==> src/rtl/pipeline_hazard_unit.sv <==
// Pipeline hazard unit: operand bypass, hazard detection, redirect selection,
// per-stage stall/flush control, stall watchdog and saturating perf counters.
module pipeline_hazard_unit #(
  parameter int unsigned DATA_WIDTH    = 32,
  parameter int unsigned NUM_FWD       = 2,
  parameter int unsigned RESOLVE_STAGE = 1,
  parameter int unsigned WDOG_LIMIT    = 64,
  parameter int unsigned CNT_WIDTH     = 16
) (
  input  logic                          clk,
  input  logic                          rstN,
  input  logic [4:0]                    rs1Addr,
  input  logic [4:0]                    rs2Addr,
  input  logic                          rs1Used,
  input  logic                          rs2Used,
  input  logic [DATA_WIDTH-1:0]         rs1Data,
  input  logic [DATA_WIDTH-1:0]         rs2Data,
  input  logic [NUM_FWD-1:0]            fwdValid,
  input  logic [NUM_FWD-1:0]            fwdReady,
  input  logic [5*NUM_FWD-1:0]          fwdAddr,
  input  logic [DATA_WIDTH*NUM_FWD-1:0] fwdData,
  input  logic                          fetchPredTaken,
  input  logic [DATA_WIDTH-1:0]         fetchPredTarget,
  input  logic                          resValid,
  input  logic                          resTaken,
  input  logic                          resPred,
  input  logic [DATA_WIDTH-1:0]         resTarget,
  input  logic [DATA_WIDTH-1:0]         resFallthrough,
  input  logic                          mulDivBusy,
  output logic [DATA_WIDTH-1:0]         bypassedRs1,
  output logic [DATA_WIDTH-1:0]         bypassedRs2,
  output logic                          redirect,
  output logic [DATA_WIDTH-1:0]         irregPc,
  output logic [1:0]                    fetchOp,
  output logic [1:0]                    decodeOp,
  output logic [1:0]                    executeOp,
  output logic                          mulDivClear,
  output logic [CNT_WIDTH-1:0]          stallCount,
  output logic [CNT_WIDTH-1:0]          missCount,
  output logic                          watchdogErr
);

  localparam int unsigned WD_W = $clog2(WDOG_LIMIT + 1);
  localparam logic [1:0] OP_NORMAL = 2'd0;
  localparam logic [1:0] OP_STALL  = 2'd1;
  localparam logic [1:0] OP_FLUSH  = 2'd2;

  logic                  shadow_q, shadow_d;
  logic [WD_W-1:0]       wdog_q, wdog_d;
  logic                  wdog_err_q, wdog_err_d;
  logic [CNT_WIDTH-1:0]  stall_cnt_q, stall_cnt_d;
  logic [CNT_WIDTH-1:0]  miss_cnt_q, miss_cnt_d;

  logic                  rs1_not_ready, rs2_not_ready;
  logic                  data_haz, struct_haz, stall_any, miss;

  // Returns {result-not-ready, operand}; lowest-index matching source wins.
  function automatic logic [DATA_WIDTH:0] bypass(input logic [4:0]            addr,
                                                 input logic [DATA_WIDTH-1:0] rf_data);
    logic                found;
    logic [DATA_WIDTH:0] res;
    found = 1'b0;
    res   = {1'b0, rf_data};
    if (addr == 5'd0) begin
      res = '0;
    end else begin
      for (int i = 0; i < int'(NUM_FWD); i++) begin
        if (!found && fwdValid[i] && (fwdAddr[i*5 +: 5] == addr)) begin
          found = 1'b1;
          res   = {!fwdReady[i], fwdData[i*DATA_WIDTH +: DATA_WIDTH]};
        end
      end
    end
    return res;
  endfunction

  always_comb begin
    {rs1_not_ready, bypassedRs1} = bypass(rs1Addr, rs1Data);
    {rs2_not_ready, bypassedRs2} = bypass(rs2Addr, rs2Data);
  end

  assign data_haz   = (rs1Used & rs1_not_ready) | (rs2Used & rs2_not_ready);
  assign struct_haz = mulDivBusy;
  assign stall_any  = struct_haz | data_haz;
  assign miss       = resValid & (resTaken != resPred);

  assign irregPc     = miss ? (resTaken ? resTarget : resFallthrough) : fetchPredTarget;
  assign redirect    = rstN & (miss | (fetchPredTaken & !stall_any));
  assign mulDivClear = miss;

  // Stage control, priority miss > structural > data > predicted-taken shadow.
  always_comb begin
    fetchOp   = OP_NORMAL;
    decodeOp  = OP_NORMAL;
    executeOp = OP_NORMAL;
    if (!rstN) begin
      fetchOp   = OP_FLUSH;
      decodeOp  = OP_FLUSH;
      executeOp = OP_FLUSH;
    end else if (miss) begin
      decodeOp  = OP_FLUSH;
      executeOp = (RESOLVE_STAGE == 2) ? OP_FLUSH : OP_NORMAL;
    end else if (struct_haz) begin
      fetchOp   = OP_STALL;
      decodeOp  = OP_STALL;
      executeOp = OP_STALL;
    end else if (data_haz) begin
      fetchOp   = OP_STALL;
      decodeOp  = OP_STALL;
      executeOp = OP_FLUSH;
    end else if (shadow_q) begin
      decodeOp  = OP_FLUSH;
    end
  end

  // Next-state for shadow, watchdog and counters.
  always_comb begin
    shadow_d    = shadow_q;
    wdog_d      = '0;
    wdog_err_d  = wdog_err_q;
    stall_cnt_d = stall_cnt_q;
    miss_cnt_d  = miss_cnt_q;
    if (miss) begin
      shadow_d = 1'b0;
    end else if (!stall_any) begin
      shadow_d = fetchPredTaken;
    end
    if (struct_haz && !miss) begin
      wdog_d = (wdog_q == WD_W'(WDOG_LIMIT)) ? wdog_q : wdog_q + WD_W'(1);
    end
    if (wdog_d == WD_W'(WDOG_LIMIT)) begin
      wdog_err_d = 1'b1;
    end
    if (stall_any && !miss && (stall_cnt_q != '1)) begin
      stall_cnt_d = stall_cnt_q + CNT_WIDTH'(1);
    end
    if (miss && (miss_cnt_q != '1)) begin
      miss_cnt_d = miss_cnt_q + CNT_WIDTH'(1);
    end
  end

  always_ff @(posedge clk or negedge rstN) begin
    if (!rstN) begin
      shadow_q    <= 1'b0;
      wdog_q      <= '0;
      wdog_err_q  <= 1'b0;
      stall_cnt_q <= '0;
      miss_cnt_q  <= '0;
    end else begin
      shadow_q    <= shadow_d;
      wdog_q      <= wdog_d;
      wdog_err_q  <= wdog_err_d;
      stall_cnt_q <= stall_cnt_d;
      miss_cnt_q  <= miss_cnt_d;
    end
  end

  assign stallCount  = stall_cnt_q;
  assign missCount   = miss_cnt_q;
  assign watchdogErr = wdog_err_q;

endmodule

==> config.mk <==
export PLATFORM = sky130hd
export DESIGN_NAME = pipeline_hazard_unit
export DESIGN_NICKNAME = d
export VERILOG_FILES = /design/src/rtl/pipeline_hazard_unit.sv
export SDC_FILE = /design/constraint.sdc
export NUM_CORES = 1
export LEC_CHECK = 0
export BUFFER_PORTS_ARGS = -buffer_cell sky130_fd_sc_hd__buf_4
export CORE_AREA = 2 2 152 154
export DETAILED_ROUTE_END_ITERATION = 16
export DIE_AREA = 0 0 154 156
export PLACE_DENSITY_LB_ADDON = 0.12
export SYNTH_ARGS = -nofsm -noshare
export SYNTH_HDL_FRONTEND = slang
export SYNTH_SLANG_ARGS = --single-unit
==> constraint.sdc <==
create_clock -name clk -period 3.9 [get_ports clk]
set_clock_uncertainty 0.15 [all_clocks]
set_input_delay 0.78 -clock clk [delete_from_list [all_inputs] [get_ports clk]]
set_output_delay 0.78 -clock clk [all_outputs]
set_load 0.05 [all_outputs]
; After elaboration in Yosys (flattened, before gate mapping)
; Cells that the tools add are included.
[classes]
shifts = 0
n_lt_le_gt_ge = 0
addsub = 3
multipliers = 0
eq_ne = 10
n_reduce_logical = 18
n_div = 0
mux = 29
n_bitwise = 8
[op_table]
columns = cell, n
row1 = two-way mux 33 bit, 6
row2 = two-way mux 32 bit, 2
row3 = adder 16 x 1 -> 16 bit (second input constant), 2
row4 = inequality test 16 bit (second input constant), 2
row5 = == test 5 bit, 4
row6 = two-way mux 2 bit, 10
row7 = == test 7 bit (second input constant), 2
row8 = two-way mux 7 bit, 2
row9 = logical AND 1 bit, 10
row10 = zero test 5 bit, 2
row11 = two-way mux 1 bit, 9
row12 = adder 7 x 1 -> 7 bit (second input constant), 1
row13 = zero test 1 bit, 6
row14 = AND 1 bit, 5
row15 = bitwise OR 1 bit, 3
row16 = inequality test 2 x 1 -> 1 bit (second input constant), 1
row17 = inequality test 1 bit, 1
[totals]
mem_bits_ro = 0
ramBits = 0
latchBits = 0
n_memories = 0
ff_bits = 41
elab_cells = 73
input_bits = 257

; Depth between registers and ports, before layout
; Gate-level depths: netlist of the first run.
[logic_depth]
ltp_word = 16
ltp_mapped = 8

; Worst setup path after synthesis of the first run
; Ideal clock, no wire load.
[synth_path]
path_type = input to output
startpoint = input rs1Addr[4]
endpoint = output bypassedRs1[10]
arrival_time_ns = 3.124
path_slack_ns = -0.154
required_time_ns = 2.970
stages = 6
cell_sequence = xnor2_1 > nand3_1 > nor4_2 > buf_2 > mux2i_1 > a211oi_1
[synth_between]
elab_chain_cells = 9
word_cells_on_any_way = 12
cone_classes = 2 x eq/ne / 5 x mux / 5 x reduce/logical
[synth_lines]
columns = element, line_no
row1 = from (decl), 12  ; input logic [4:0] rs1Addr,
row2 = == test 5 bit, 68  ; if (!found && fwdValid[i] && (fwdAddr[i*5 +: 5] == addr)) begin
row3 = logical AND 1 bit, 68
row4 = two-way mux 1 bit, 68
row5 = two-way mux 1 bit, 64  ; if (addr == 5'd0) begin
row6 = zero test 1 bit, 68
row7 = logical AND 1 bit (2 in a row), 68
row8 = two-way mux 33 bit, 68
row9 = two-way mux 33 bit *, 64
row10 = to (decl), 30  ; output logic [DATA_WIDTH-1:0] bypassedRs1,
; Every way passes the cells marked *; elsewhere a longest branch is shown, timed or not. The select of a mux whose other input is x is not followed.

; Final worst setup path of the first run
[layout_path]
startpoint = input rs1Addr[0]
endpoint = output redirect
[layout_between]
elab_chain_cells = 16
word_cells_on_any_way = 19
cone_classes = 2 x eq/ne / 5 x mux / 6 x bitwise / 6 x reduce/logical
[layout_lines]
columns = element, line_no
row1 = == test 5 bit, 68
row2 = logical AND 1 bit, 68
row3 = two-way mux 1 bit, 68
row4 = two-way mux 1 bit, 64
row5 = zero test 1 bit, 68
row6 = logical AND 1 bit (2 in a row), 68
row7 = two-way mux 33 bit, 68
row8 = two-way mux 33 bit *, 64
row9 = AND 1 bit *, 82  ; assign data_haz = (rs1Used & rs1_not_ready) | (rs2Used & rs2_not_ready);
row10 = bitwise OR 1 bit *, 82
row11 = bitwise OR 1 bit *, 84  ; assign stall_any = struct_haz | data_haz;
row12 = zero test 1 bit *, -
row13 = AND 1 bit *, 88  ; assign redirect = rstN & (miss | (fetchPredTaken & !stall_any));
row14 = bitwise OR 1 bit *, 88
row15 = AND 1 bit *, 88
row16 = to (decl), 32  ; output logic redirect,
; Marked as above.

==> summary.log, run 1 <==
INFO  power_and_ir_drop cellLeakagePower=3.98nW
INFO  timing         slew_violations=0
INFO  synthesis      ys_seq_area_frac=0.229
INFO  grt            grt_antenna_before_repair=1
INFO  power_and_ir_drop peakVddDrop=0.359mV
INFO  setup_path     cp_data_required_time=2.97ns
INFO  timing         maxSlewHeadroom=0.593
INFO  power_and_ir_drop power.density_cell_area=287nW/um^2
INFO  synthesis      yosys_warnings=0
INFO  final_layout   syn_to_final_growth=86.5%
INFO  cts            cts_htree_levels=2
INFO  detailed_routing dr.pass1.iters=4
INFO  grt            grt_overflow=0
INFO  place          post-dp-hpwl=18600microns
INFO  detailed_routing wl_met1=9200microns
INFO  setup_path     timing.critical_path.max_delay_family=simple AND/OR/NAND/NOR gates
INFO  die            top_ports=394
INFO  setup_path     cp.arrival=2.72ns
INFO  setup_path     timing_worst_setup_path_type=primary input to output port
INFO  grt            track_usage=0.178
INFO  power_and_ir_drop cellInternalPower=1.27mW
INFO  detailed_routing detailroute.wirelength.met3=1600microns
INFO  detailed_routing antenna_violating_nets_post_route=0
INFO  synthesis      syn_nets=820
INFO  cts            cts_tree=built
INFO  detailed_routing wl=22500microns
INFO  timing         slew_worst_pin=0.611ns
INFO  setup_path     slowest_stage=a221oi_4
INFO  timing         achievable-frequency=0.274GHz
INFO  synthesis      synth.lib_cells_used.distinct=43
INFO  power_and_ir_drop power_switching=1.13mW
INFO  die            die_area=24000squm
INFO  detailed_routing wl_per_cell=18.4microns
INFO  setup_path     critPathBufInv=3
INFO  cts            buffer_type_at_the_clock_tree_root=clkbuf_16
INFO  die            design.core.area=22400squm
INFO  detailed_routing route.top_layer_used=met4
INFO  timing         grt_setup_unrepaired=no
INFO  synthesis      post_synth_inst_count=559
INFO  setup_path     crit_path_cell_trace=buf_4 > xor2_1 > nor4_1 > buf_4 > nand3_4 > mux2i_2 > a221oi_4 > nand2_1 > a21oi_2 > buf_4
INFO  detailed_routing detail_route.drc_violations=0
INFO  place          gp_routability_congestion=0.836
INFO  synthesis      synthesis.area_per_instance=8.02squm
INFO  setup_path     cpPeakStageDelay=0.37ns
INFO  cts            clock-sinks=41
INFO  timing         finalWorstPathRequiredPeriod=3.65ns
INFO  outcome        outcome=finished clean
INFO  run            drv.max_cap_violation_count=0
INFO  detailed_routing detailroute.wirelength.met2=11300microns
INFO  cts            cts_buffer_depth=2
INFO  cts            post_cts_buffers=0
INFO  setup_path     timing.critical_path.from_type=primary input
INFO  die            initial_utilization=0.200
INFO  die            die_w=154microns
INFO  cts            cts-resized-gates=0
INFO  grt            grt_pass1_wl=33500microns
INFO  power_and_ir_drop p_sw_frac=0.471
INFO  cts            clk_transition_reported_paths=0.05ns
INFO  worst_hold_path hold_path_class=register to register
INFO  timing         hold_slack=0.319ns
INFO  final_layout   finalNetCount=1201
INFO  setup_path     critPathCaptureType=output port
INFO  cts            cts_hold_buffers=0
INFO  die            die_h=156microns
INFO  die            placement_rows=55
INFO  final_layout   final_layout_size_suffix_gt1_frac=0.534
INFO  detailed_routing detailedRoute.firstIterationViolations=223
INFO  cts            insertion_delay=0.28ns
INFO  setup_path     critical_path_peak_fanout=5
INFO  timing         finalSetupViolCount=0
INFO  detailed_routing post_drt_via_cell_ratio=4.60
INFO  timing         report.final.hold_viol_count=0
INFO  synthesis      synth_top_cells_by_area=dfrtp_1 23%, mux2i_1 22%, a211oi_1 11%, nor2_1 7.7%, xor2_1 6.1%
INFO  final_layout   fillers=2348
INFO  synthesis      synth_top_area_cell=dfrtp_1
INFO  power_and_ir_drop combPwrFrac=0.598
INFO  timing         finalCritPeriodShare=0.937
INFO  synthesis      post-synth-top-area-fraction=0.229
INFO  timing         tns=0ns
INFO  place          portBuffers=393
INFO  synthesis      netlist_area=4480squm
INFO  grt            maximum_number_of_pins_on_one_net_before_global_route_repair=65
INFO  setup_path     cpMostUsedCell=buf_4
INFO  grt            grt_pass1_vias=5604
INFO  synthesis      number_of_flip_flops_and_latches_in_the_synthesized_netlist=41
INFO  cts            cts_buffers=5
INFO  power_and_ir_drop clock_power_share=0.161
INFO  power_and_ir_drop seq_power_share=0.242
INFO  detailed_routing dr_total_vias=5639
through the flow:
stage | instances | power [mW] | setup slack [ns] | util | area (sq um)
after CTS | 1224 | 2.43 | 0.243 | 0.374 | 8360
after global placement | 1218 | 2.03 | 0.260 | 0.368 | 8230
final | 1225 | 2.40 | 0.246 | 0.374 | 8360
after global routing | 1225 | 2.53 | 0.0724 | 0.374 | 8360
after floorplan | 559 | 1.45 | 0.0472 | - | 4790
after detailed placement | 1218 | 2.03 | 0.259 | 0.368 | 8230
cell type report:
class | count | area [sq um] | share of cell area
Inverter | 7 | 26.3 | 0.00314
Clock inverter | 1 | 5.00 | 0.000599
Antenna cell | 1 | 2.50 | 0.000299
Tap cell | 285 | 357 | 0.0427
Multi-Input combinational cell | 473 | 3630 | 0.434
Sequential cell | 41 | 1030 | 0.123
Timing Repair Buffer | 412 | 3190 | 0.382
Clock buffer | 5 | 125 | 0.0150
kinds of logic after synthesis:
| kind of cell | Yosys count | synth area share |
|---|---|---|
| buffers and inverters | 45 | 0.0413 |
| flip-flops | 41 | 0.229 |
| multiplexers | 103 | 0.234 |
| adder cells (fa/ha/maj) | 4 | 0.0112 |
| AO/OA/AOI/OAI | 106 | 0.164 |
| AND/OR/NAND/NOR | 206 | 0.215 |
| XOR/XNOR | 54 | 0.105 |
power groups by stage:
stage                     combinational [mW]  clock (mW)  sequential (mW)
after global placement                  1.44           0            0.587
final                                   1.44       0.386            0.580
after detailed placement                1.45           0            0.586
after floorplan                        0.657           0            0.789
after global routing                    1.52       0.416            0.595
after CTS                               1.45       0.396            0.581
registers in the layout (all words and copies together), names as in the netlist:
signal / flops
missCount: 16
shadow_q: 1
stallCount: 16
watchdogErr: 1
wdog_q: 7
path summary, 6_finish.rpt:
kind / start / end / slack [ns] / cells after the start
worst max-delay path: rs1Addr[0] / redirect / 0.25 / 10
worst min-delay path: watchdogErr / watchdogErr / 0.32 / 1
worst max register to register: missCount[10] / missCount[11] / 1.52 / 7
worst min register to register: watchdogErr / watchdogErr / 0.32 / 1
max in group asynchronous: rstN / missCount[5] / 2.79 / 2
min in group asynchronous: rstN / stallCount[8] / 0.44 / 2
metal layers:
layer | GRT usage | vias up
met5 | 0 | -
met4 | 0.0414 | 0
met3 | 0.0356 | 27
met2 | 0.325 | 249
met1 | 0.216 | 2605
li1 | - | 2758
placed cells by master, fill, tap and decap left out, types with 4 or more instances in the layout:
cell / instances
buf_4: 404
mux2i_1: 97
nor2_1: 92
a211oi_2: 60
nand2_1: 52
dfrtp_1: 41
o21ai_0: 33
xor2_1: 31
xnor2_1: 23
nand3_1: 14
and3_1: 8
buf_12: 8
inv_1: 7
nand4_1: 7
clkbuf_16: 5
nor4_1: 4
a211oi_1: 4
ha_1: 4
Yosys cell counts:
library cell	count
nand2b_1	2
clkbuf_1	26
mux2_2	1
buf_1	4
nor4b_1	1
nor3_2	2
buf_2	7
buf_6	1
nand2_1	53
a221oi_4	1
nor4b_2	1
nor2_1	92
or2_2	1
or4_4	1
a21o_1	3
nor2b_1	2
nor2_4	1
mux2i_1	97
nor2_2	1
nor3b_1	1
a211oi_1	64
mux2i_2	2
a22o_2	1
nand4_1	7
nor4_1	4
nor3_1	3
inv_1	7
and4_1	1
nor4_2	4
and3_1	8
ha_1	4
o21ai_0	33
or3_1	1
xor2_1	31
or2_4	1
or4_1	3
mux2_1	2
dfrtp_1	41
nand3_1	16
a21oi_1	3
xnor2_1	23
a41oi_2	1
mux2_4	1
worst reg2reg max path, cell delays in order (launching register included):
cell and delay (ns):
dfrtp_1 0.43, and4_1 0.26, and3_1 0.21, a41oi_2 0.31
nand4_1 0.25, or3_1 0.42, nor2_1 0.13, xor2_1 0.15
Power figures use the tool's default switching activity.
==> inputs of run 2 (changes only) <==
==> constraint.sdc (replaced) <==
create_clock -name clk -period 4.1 [get_ports clk]
set_clock_uncertainty 0.15 [all_clocks]
set_input_delay 0.82 -clock clk [delete_from_list [all_inputs] [get_ports clk]]
set_output_delay 0.82 -clock clk [all_outputs]
set_load 0.05 [all_outputs]
==> run 2 against run 1 <==
Effect of this change:
- routed wire length is 2.1% lower
- setup slack better by 0.078 ns
- largest cell class unchanged
- power is 3.9% lower
- critical path depth stayed put
- die area stayed put
- clock-buffer cell count stayed put
- largest power group unchanged
==> summary.log, run 2 (synthesized netlist as in run 1, its figures left out) <==
INFO  die            initial_utilization=0.200 [unchanged]
INFO  place          place_ws=0.291ns [was 0.259 ns]
INFO  timing         slew_worst_pin=0.621ns [was 0.611 ns]
INFO  power_and_ir_drop power.density_cell_area=278nW/um^2 [was 287 nW/um^2]
INFO  die            design.core.area=22400squm [unchanged]
INFO  final_layout   mostFrequentLayoutCell=buf_4 [unchanged]
INFO  timing         report.final.hold_viol_count=0 [unchanged]
INFO  place          post-dp-hpwl=18100microns [was 18600 microns]
INFO  setup_path     timing_worst_setup_path_type=primary input to output port [unchanged]
INFO  place          portBuffers=393 [unchanged]
INFO  timing         tns=0ns [unchanged]
INFO  setup_path     cpPeakStageDelay=0.39ns [was 0.37 ns]
INFO  detailed_routing detailroute.wirelength.met2=11100microns [was 11300 microns]
INFO  final_layout   most-common-layout-cells=401 x buf_4, 97 x mux2i_1, 92 x nor2_1 [was 404 x buf_4, 97 x mux2i_1, 92 x nor2_1]
INFO  detailed_routing post_drt_via_cell_ratio=4.55 [was 4.60]
INFO  timing         setup_slack=0.324ns [was 0.246 ns]
INFO  cts            cts_htree_levels=2 [unchanged]
INFO  setup_path     crit_path_start=rs2Addr[0] [was rs1Addr[0]]
INFO  cts            clock-sinks=41 [unchanged]
INFO  setup_path     timing.critical_path.max_delay_family=simple AND/OR/NAND/NOR gates [unchanged]
INFO  grt            maximum_number_of_pins_on_one_net_before_global_route_repair=65 [unchanged]
INFO  worst_hold_path min_from=watchdogErr [unchanged]
INFO  grt            grt_pass1_vias=5577 [was 5604]
INFO  detailed_routing dr.pass1.iters=4 [unchanged]
INFO  grt            track_usage=0.174 [was 0.178]
INFO  detailed_routing wl_per_cell=18.1microns [was 18.4 microns]
INFO  detailed_routing detailedRoute.firstIterationViolations=192 [was 223]
INFO  outcome        outcome=finished clean [unchanged]
INFO  setup_path     critPathBufInv=3 [unchanged]
INFO  setup_path     critical_path_peak_fanout=5 [unchanged]
INFO  detailed_routing wl_met1=8990microns [was 9200 microns]
INFO  cts            post_cts_buffers=0 [unchanged]
INFO  setup_path     slowest_stage=a221oi_4 [unchanged]
INFO  timing         achievable-frequency=0.265GHz
INFO  final_layout   layout.cells.non_filler=1222 [was 1225]
INFO  timing         finalWorstPathRequiredPeriod=3.78ns
INFO  timing         finalCritPeriodShare=0.921
INFO  final_layout   finalNetCount=1196 [was 1201]
INFO  cts            cts-resized-gates=0 [unchanged]
INFO  timing         finalSetupViolCount=0 [unchanged]
INFO  grt            grt_pass1_wl=32800microns [was 33500 microns]
INFO  detailed_routing detailroute.wirelength.met3=1580microns [was 1600 microns]
INFO  die            placement_rows=55 [unchanged]
INFO  grt            grt_overflow=0 [unchanged]
INFO  place          placed_instance_count=1213 [was 1218]
INFO  die            die_w=154microns [unchanged]
INFO  final_layout   syn_to_final_growth=85.5% [was 86.5%]
INFO  detailed_routing wl=22100microns [was 22500 microns]
INFO  setup_path     cpMostUsedCell=buf_4 [unchanged]
INFO  grt            grt_antenna_before_repair=1 [unchanged]
INFO  setup_path     timing.critical_path.from_type=primary input [unchanged]
INFO  setup_path     cp_data_required_time=3.13ns [was 2.97 ns]
INFO  timing         grt_setup_unrepaired=no [unchanged]
INFO  timing         maxSlewHeadroom=0.586 [was 0.593]
INFO  detailed_routing dr_total_vias=5562 [was 5639]
INFO  cts            cts_buffer_depth=2 [unchanged]
INFO  cts            insertion_delay=0.28ns [about the same]
INFO  cts            cts_buffers=5 [unchanged]
INFO  die            die_h=156microns [unchanged]
INFO  timing         slew_violations=0 [unchanged]
INFO  cts            clk_transition_reported_paths=0.06ns [was 0.05 ns]
INFO  detailed_routing route.top_layer_used=met4 [unchanged]
INFO  setup_path     reg2reg_from=missCount[10] [unchanged]
INFO  final_layout   final_core_util=0.372 [was 0.374]
INFO  setup_path     cp.arrival=2.81ns [was 2.72 ns]
INFO  worst_hold_path hold_path_class=register to register [unchanged]
INFO  setup_path     critPathCaptureType=output port [unchanged]
INFO  die            top_ports=394 [unchanged]
INFO  power_and_ir_drop total_power=2.31mW [was 2.40 mW]
INFO  cts            cts_hold_buffers=0 [unchanged]
INFO  setup_path     crit_path_cell_trace=buf_4 > xor2_1 > nor4_1 > buf_4 > nand3_4 > mux2i_2 > a221oi_4 > nand2_1 > a21oi_2 > buf_4 [unchanged]
INFO  place          gp_routability_congestion=0.842 [was 0.836]
INFO  cts            buffer_type_at_the_clock_tree_root=clkbuf_16 [unchanged]
INFO  die            die_area=24000squm [unchanged]
INFO  power_and_ir_drop cellLeakagePower=3.95nW [was 3.98 nW]
INFO  power_and_ir_drop peakVddDrop=0.312mV [was 0.359 mV]
INFO  detailed_routing antenna_violating_nets_post_route=0 [unchanged]
INFO  run            drv.max_cap_violation_count=0 [unchanged]
INFO  final_layout   final_layout_size_suffix_gt1_frac=0.532 [was 0.534]
INFO  detailed_routing detail_route.drc_violations=0 [unchanged]
INFO  cts            cts_tree=built [unchanged]
## run 2: report_power, final
group          internal, mW  switching [mW]  total [mW]
Clock                 0.229           0.167       0.395
Combinational         0.519           0.842        1.36
Sequential            0.468          0.0842       0.552
## run 2: area by class of cell
| type | count | area, sq um |
|---|---|---|
| repair buffers | 407 | 3130 |
| fillers | 2338 | 14000 |
| multi-input cells | 473 | 3630 |
| inverters | 7 | 26.3 |
| well taps | 285 | 357 |
| clock buffers | 5 | 125 |
| clock inverters | 3 | 25.0 |
| flip-flops and latches | 41 | 1030 |
| diodes | 1 | 2.50 |
## run 2: path summary, 6_finish.rpt
path | end | slack, ns | depth (start not counted)
max in group asynchronous | wdog_q[0] | 3.04 | 1
min in group asynchronous | stallCount[6] | 0.38 | 1
setup reg to reg | missCount[11] | 1.73 | 7
hold / removal | watchdogErr | 0.32 | 1
setup / recovery | redirect | 0.32 | 10
hold reg to reg | watchdogErr | 0.32 | 1
## run 2: metrics by stage
stage          hold slack (ns)  instance area (sq um)
6_report                 0.324                   8320
5_1_grt                  0.346                   8320
4_1_cts                  0.340                   8320
3_5_place_dp             0.314                   8170
3_3_place_gp             0.301                   8170
2_1_floorplan            0.369                   4790
## run 2: routing by layer
layer,up-vias,track usage
met3,24,0.0356
met4,0,0.0360
met2,250,0.320
li1,2755,-
met1,2533,0.208
met5,-,0
==> inputs of run 3 (changes only) <==
--- a/config.mk
+++ b/config.mk
@@ -6,9 +6,10 @@
 export NUM_CORES = 1
 export LEC_CHECK = 0
 export BUFFER_PORTS_ARGS = -buffer_cell sky130_fd_sc_hd__buf_4
-export CORE_AREA = 2 2 152 154
+export CORE_AREA = 2 2 151 153
 export DETAILED_ROUTE_END_ITERATION = 16
-export DIE_AREA = 0 0 154 156
+export DIE_AREA = 0 0 153 155
+export HOLD_SLACK_MARGIN = 0.08
 export PLACE_DENSITY_LB_ADDON = 0.12
 export SYNTH_ARGS = -nofsm -noshare
 export SYNTH_HDL_FRONTEND = slang
==> constraint.sdc (replaced) <==
create_clock -name clk -period 3.4 [get_ports clk]
set_clock_uncertainty 0.15 [all_clocks]
set_input_delay 0.68 -clock clk [delete_from_list [all_inputs] [get_ports clk]]
set_output_delay 0.68 -clock clk [all_outputs]
set_load 0.05 [all_outputs]
==> run 3 against run 2 <==
Effect of this change:
- the run now ends with setup timing left
- hold slack worse by 0.011 ns
- critical path type unchanged
- core utilization is 2.7 points higher
- largest cell class unchanged
- non-clock buffer count is 24 higher
- sequential power is 21% higher
- die area is 1.3% lower
- routed wire length is 5.9% higher
==> summary.log, run 3 (synthesized netlist as in run 1, its figures left out) <==
INFO  detailed_routing antenna_violating_nets_post_route=0 [unchanged]
INFO  die            top_ports=394 [unchanged]
INFO  detailed_routing dr_total_vias=5684 [was 5562]
INFO  final_layout   finalNetCount=1220 [was 1196]
INFO  place          placed_instance_count=1230 [was 1213]
INFO  timing         achievable-frequency=0.294GHz
INFO  setup_path     timing.reg2reg.worst_path_depth=7 [unchanged]
INFO  grt            grt_antenna_before_repair=1 [unchanged]
INFO  detailed_routing post_drt_via_cell_ratio=4.57 [was 4.55]
INFO  final_layout   mostFrequentLayoutCell=buf_4 [unchanged]
INFO  grt            maximum_number_of_pins_on_one_net_before_global_route_repair=45 [was 65]
INFO  detailed_routing wl_met1=9200microns [was 8990 microns]
INFO  timing         finalCritPeriodShare=1.00
INFO  grt            grt_pass1_vias=5534 [was 5577]
INFO  cts            insertion_delay=0.28ns [about the same]
INFO  setup_path     reg2reg_from=missCount[10] [unchanged]
INFO  setup_path     timing.critical_path.from_type=primary input [unchanged]
INFO  setup_path     critPathCaptureType=output port [unchanged]
INFO  timing         grt_setup_unrepaired=yes [was no]
INFO  final_layout   syn_to_final_growth=98.0% [was 85.5%]
INFO  timing         setup_slack=-0.00185ns [was 0.324 ns]
INFO  power_and_ir_drop power.density_cell_area=337nW/um^2 [was 278 nW/um^2]
INFO  final_layout   final_layout_size_suffix_gt1_frac=0.565 [was 0.532]
INFO  final_layout   fillers=2274 [was 2338]
INFO  final_layout   n_antenna_cell=0 [was 1]
INFO  cts            buffer_type_at_the_clock_tree_root=clkbuf_16 [unchanged]
INFO  timing         slew_worst_pin=0.639ns [was 0.621 ns]
INFO  cts            cts_buffer_depth=2 [unchanged]
INFO  cts            cts_buffers=5 [unchanged]
INFO  place          gp_routability_congestion=0.887 [was 0.842]
INFO  die            die_w=153microns [was 154 microns]
INFO  detailed_routing detailedRoute.firstIterationViolations=238 [was 192]
INFO  die            design.core.area=22200squm [was 22400 sq um]
INFO  cts            clock-sinks=41 [unchanged]
INFO  setup_path     cp.arrival=2.57ns [was 2.81 ns]
INFO  run            drv.max_cap_violation_count=0 [unchanged]
INFO  worst_hold_path hold_endpoint=watchdogErr [unchanged]
INFO  timing         finalSetupViolCount=1 [was 0]
INFO  cts            clk_transition_reported_paths=0.06ns [about the same]
INFO  detailed_routing detail_route.drc_violations=0 [unchanged]
INFO  place          post-dp-hpwl=18900microns [was 18100 microns]
INFO  power_and_ir_drop cellLeakagePower=4.19nW [was 3.95 nW]
INFO  worst_hold_path min_path_cells=1 [unchanged]
INFO  die            placement_rows=55 [unchanged]
INFO  timing         maxSlewHeadroom=0.574 [was 0.586]
INFO  power_and_ir_drop peakVddDrop=0.474mV [was 0.312 mV]
INFO  setup_path     cp_data_required_time=2.57ns [was 3.13 ns]
INFO  worst_hold_path hold_path_class=register to register [unchanged]
INFO  cts            cts_tree=built [unchanged]
INFO  die            die_h=155microns [was 156 microns]
INFO  detailed_routing route.top_layer_used=met5 [was met4]
INFO  die            initial_utilization=0.202 [was 0.200]
INFO  worst_hold_path min_from=watchdogErr [unchanged]
INFO  timing         finalWorstPathRequiredPeriod=3.40ns
INFO  detailed_routing wl=23400microns [was 22100 microns]
INFO  detailed_routing wl_per_cell=18.8microns [was 18.1 microns]
INFO  timing         slew_violations=0 [unchanged]
INFO  die            die_area=23700squm [was 24000 sq um]
INFO  setup_path     timing.rr.end=missCount[11] [unchanged]
INFO  timing         report.final.hold_viol_count=0 [unchanged]
INFO  final_layout   most-common-layout-cells=390 x buf_4, 90 x nor2_1, 85 x mux2i_1 [was 401 x buf_4, 97 x mux2i_1, 92 x nor2_1]
INFO  outcome        outcome=complete, but fails checks [was finished clean]
INFO  detailed_routing dr.pass1.iters=4 [unchanged]
INFO  final_layout   final_core_util=0.399 [was 0.372]
INFO  place          portBuffers=393 [unchanged]
INFO  setup_path     crit_path_start=rs2Addr[2] [was rs2Addr[0]]
INFO  detailed_routing detailroute.wirelength.met2=12700microns [was 11100 microns]
INFO  grt            grt_overflow=0 [unchanged]
INFO  setup_path     timing_worst_setup_path_type=primary input to output port [unchanged]
INFO  final_layout   layout.cells.non_filler=1245 [was 1222]
INFO  cts            cts_htree_levels=2 [unchanged]
INFO  detailed_routing detailroute.wirelength.met3=1260microns [was 1580 microns]
INFO  outcome        violations=setup timing
INFO  grt            track_usage=0.180 [was 0.174]
INFO  grt            grt_pass1_wl=33600microns [was 32800 microns]
INFO  setup_path     critical_path_peak_fanout=3 [was 5]
INFO  setup_path     reg2reg_slack=1.09ns [was 1.73 ns]
## run 3: cell types whose count changed in the layout (fill, tap and decap cells not counted), moves of 2 or more
cell and delta:
clkbuf_16 +2, mux2i_1 -12, or4_4 +2, mux2i_2 +3, buf_6 +30, nor2_2 +2, mux2i_4 +9, bufinv_16 +2
or4_1 -2, buf_4 -11, nor2_1 -2
## run 3: cell type report
class                   instances  area (sq um)  area share
inverters                       7          26.3     0.00296
clock buffers                   5           125      0.0141
well taps                     285           357      0.0402
multi-input cells             473          3800       0.428
repair buffers                431          3480       0.392
flip-flops and latches         41          1030       0.116
clock inverters                 3          65.1     0.00733
## run 3: per-layer routing
| metal | up-vias | track usage |
|---|---|---|
| li1 | 2801 | - |
| met1 | 2671 | 0.215 |
| met2 | 195 | 0.346 |
| met3 | 15 | 0.0281 |
| met4 | 2 | 0.0229 |
| met5 | - | 0 |
## run 3: power by group
part	switching, mW	internal (mW)	total (mW)	leakage, nW
registers	0.101	0.565	0.666	0.538
logic	1.04	0.668	1.71	3.56
clock network	0.193	0.419	0.612	0.0938
## run 3: per-stage QoR
stage	setup slack (ns)	power, mW	instance area [sq um]	hold WS (ns)	TNS (ns)
after global placement	-0.0935	2.34	8290	0.293	-0.250
after detailed placement	-0.0491	2.34	8290	0.301	-0.0830
final	-0.00185	2.99	8880	0.313	-0.00185
after floorplan	-0.253	1.66	4800	0.234	-1.02
after global routing	-0.0748	3.13	8880	0.329	-1.00
after CTS	-0.0385	2.97	8550	0.318	-0.0385
## run 3: critical path, stage by stage
cell and delay, ns:
buf_8 0.10, xor2_1 0.15, nor4_2 0.31, buf_4 0.17, nand3_4 0.08, mux2i_4 0.21, a221oi_4 0.42, buf_6 0.17
a21o_1 0.12, buf_6 0.16
## run 3: how the worst max path moves through the flow
stage	endpoint
floorplan	bypassedRs1[0]
global placement	redirect
detailed placement	redirect
CTS	decodeOp[1]
global route	bypassedRs2[6]
finish	decodeOp[1]
## run 3: timing repair
item                                    4_1_cts  5_1_grt
hold buffers                                  1        0
endpoints found under the setup margin        2       35
buffers inserted                              1        2
resized for setup                            11       53
cloned                                        0        3
pin swaps                                     6       24
endpoints found under the hold margin         4        0
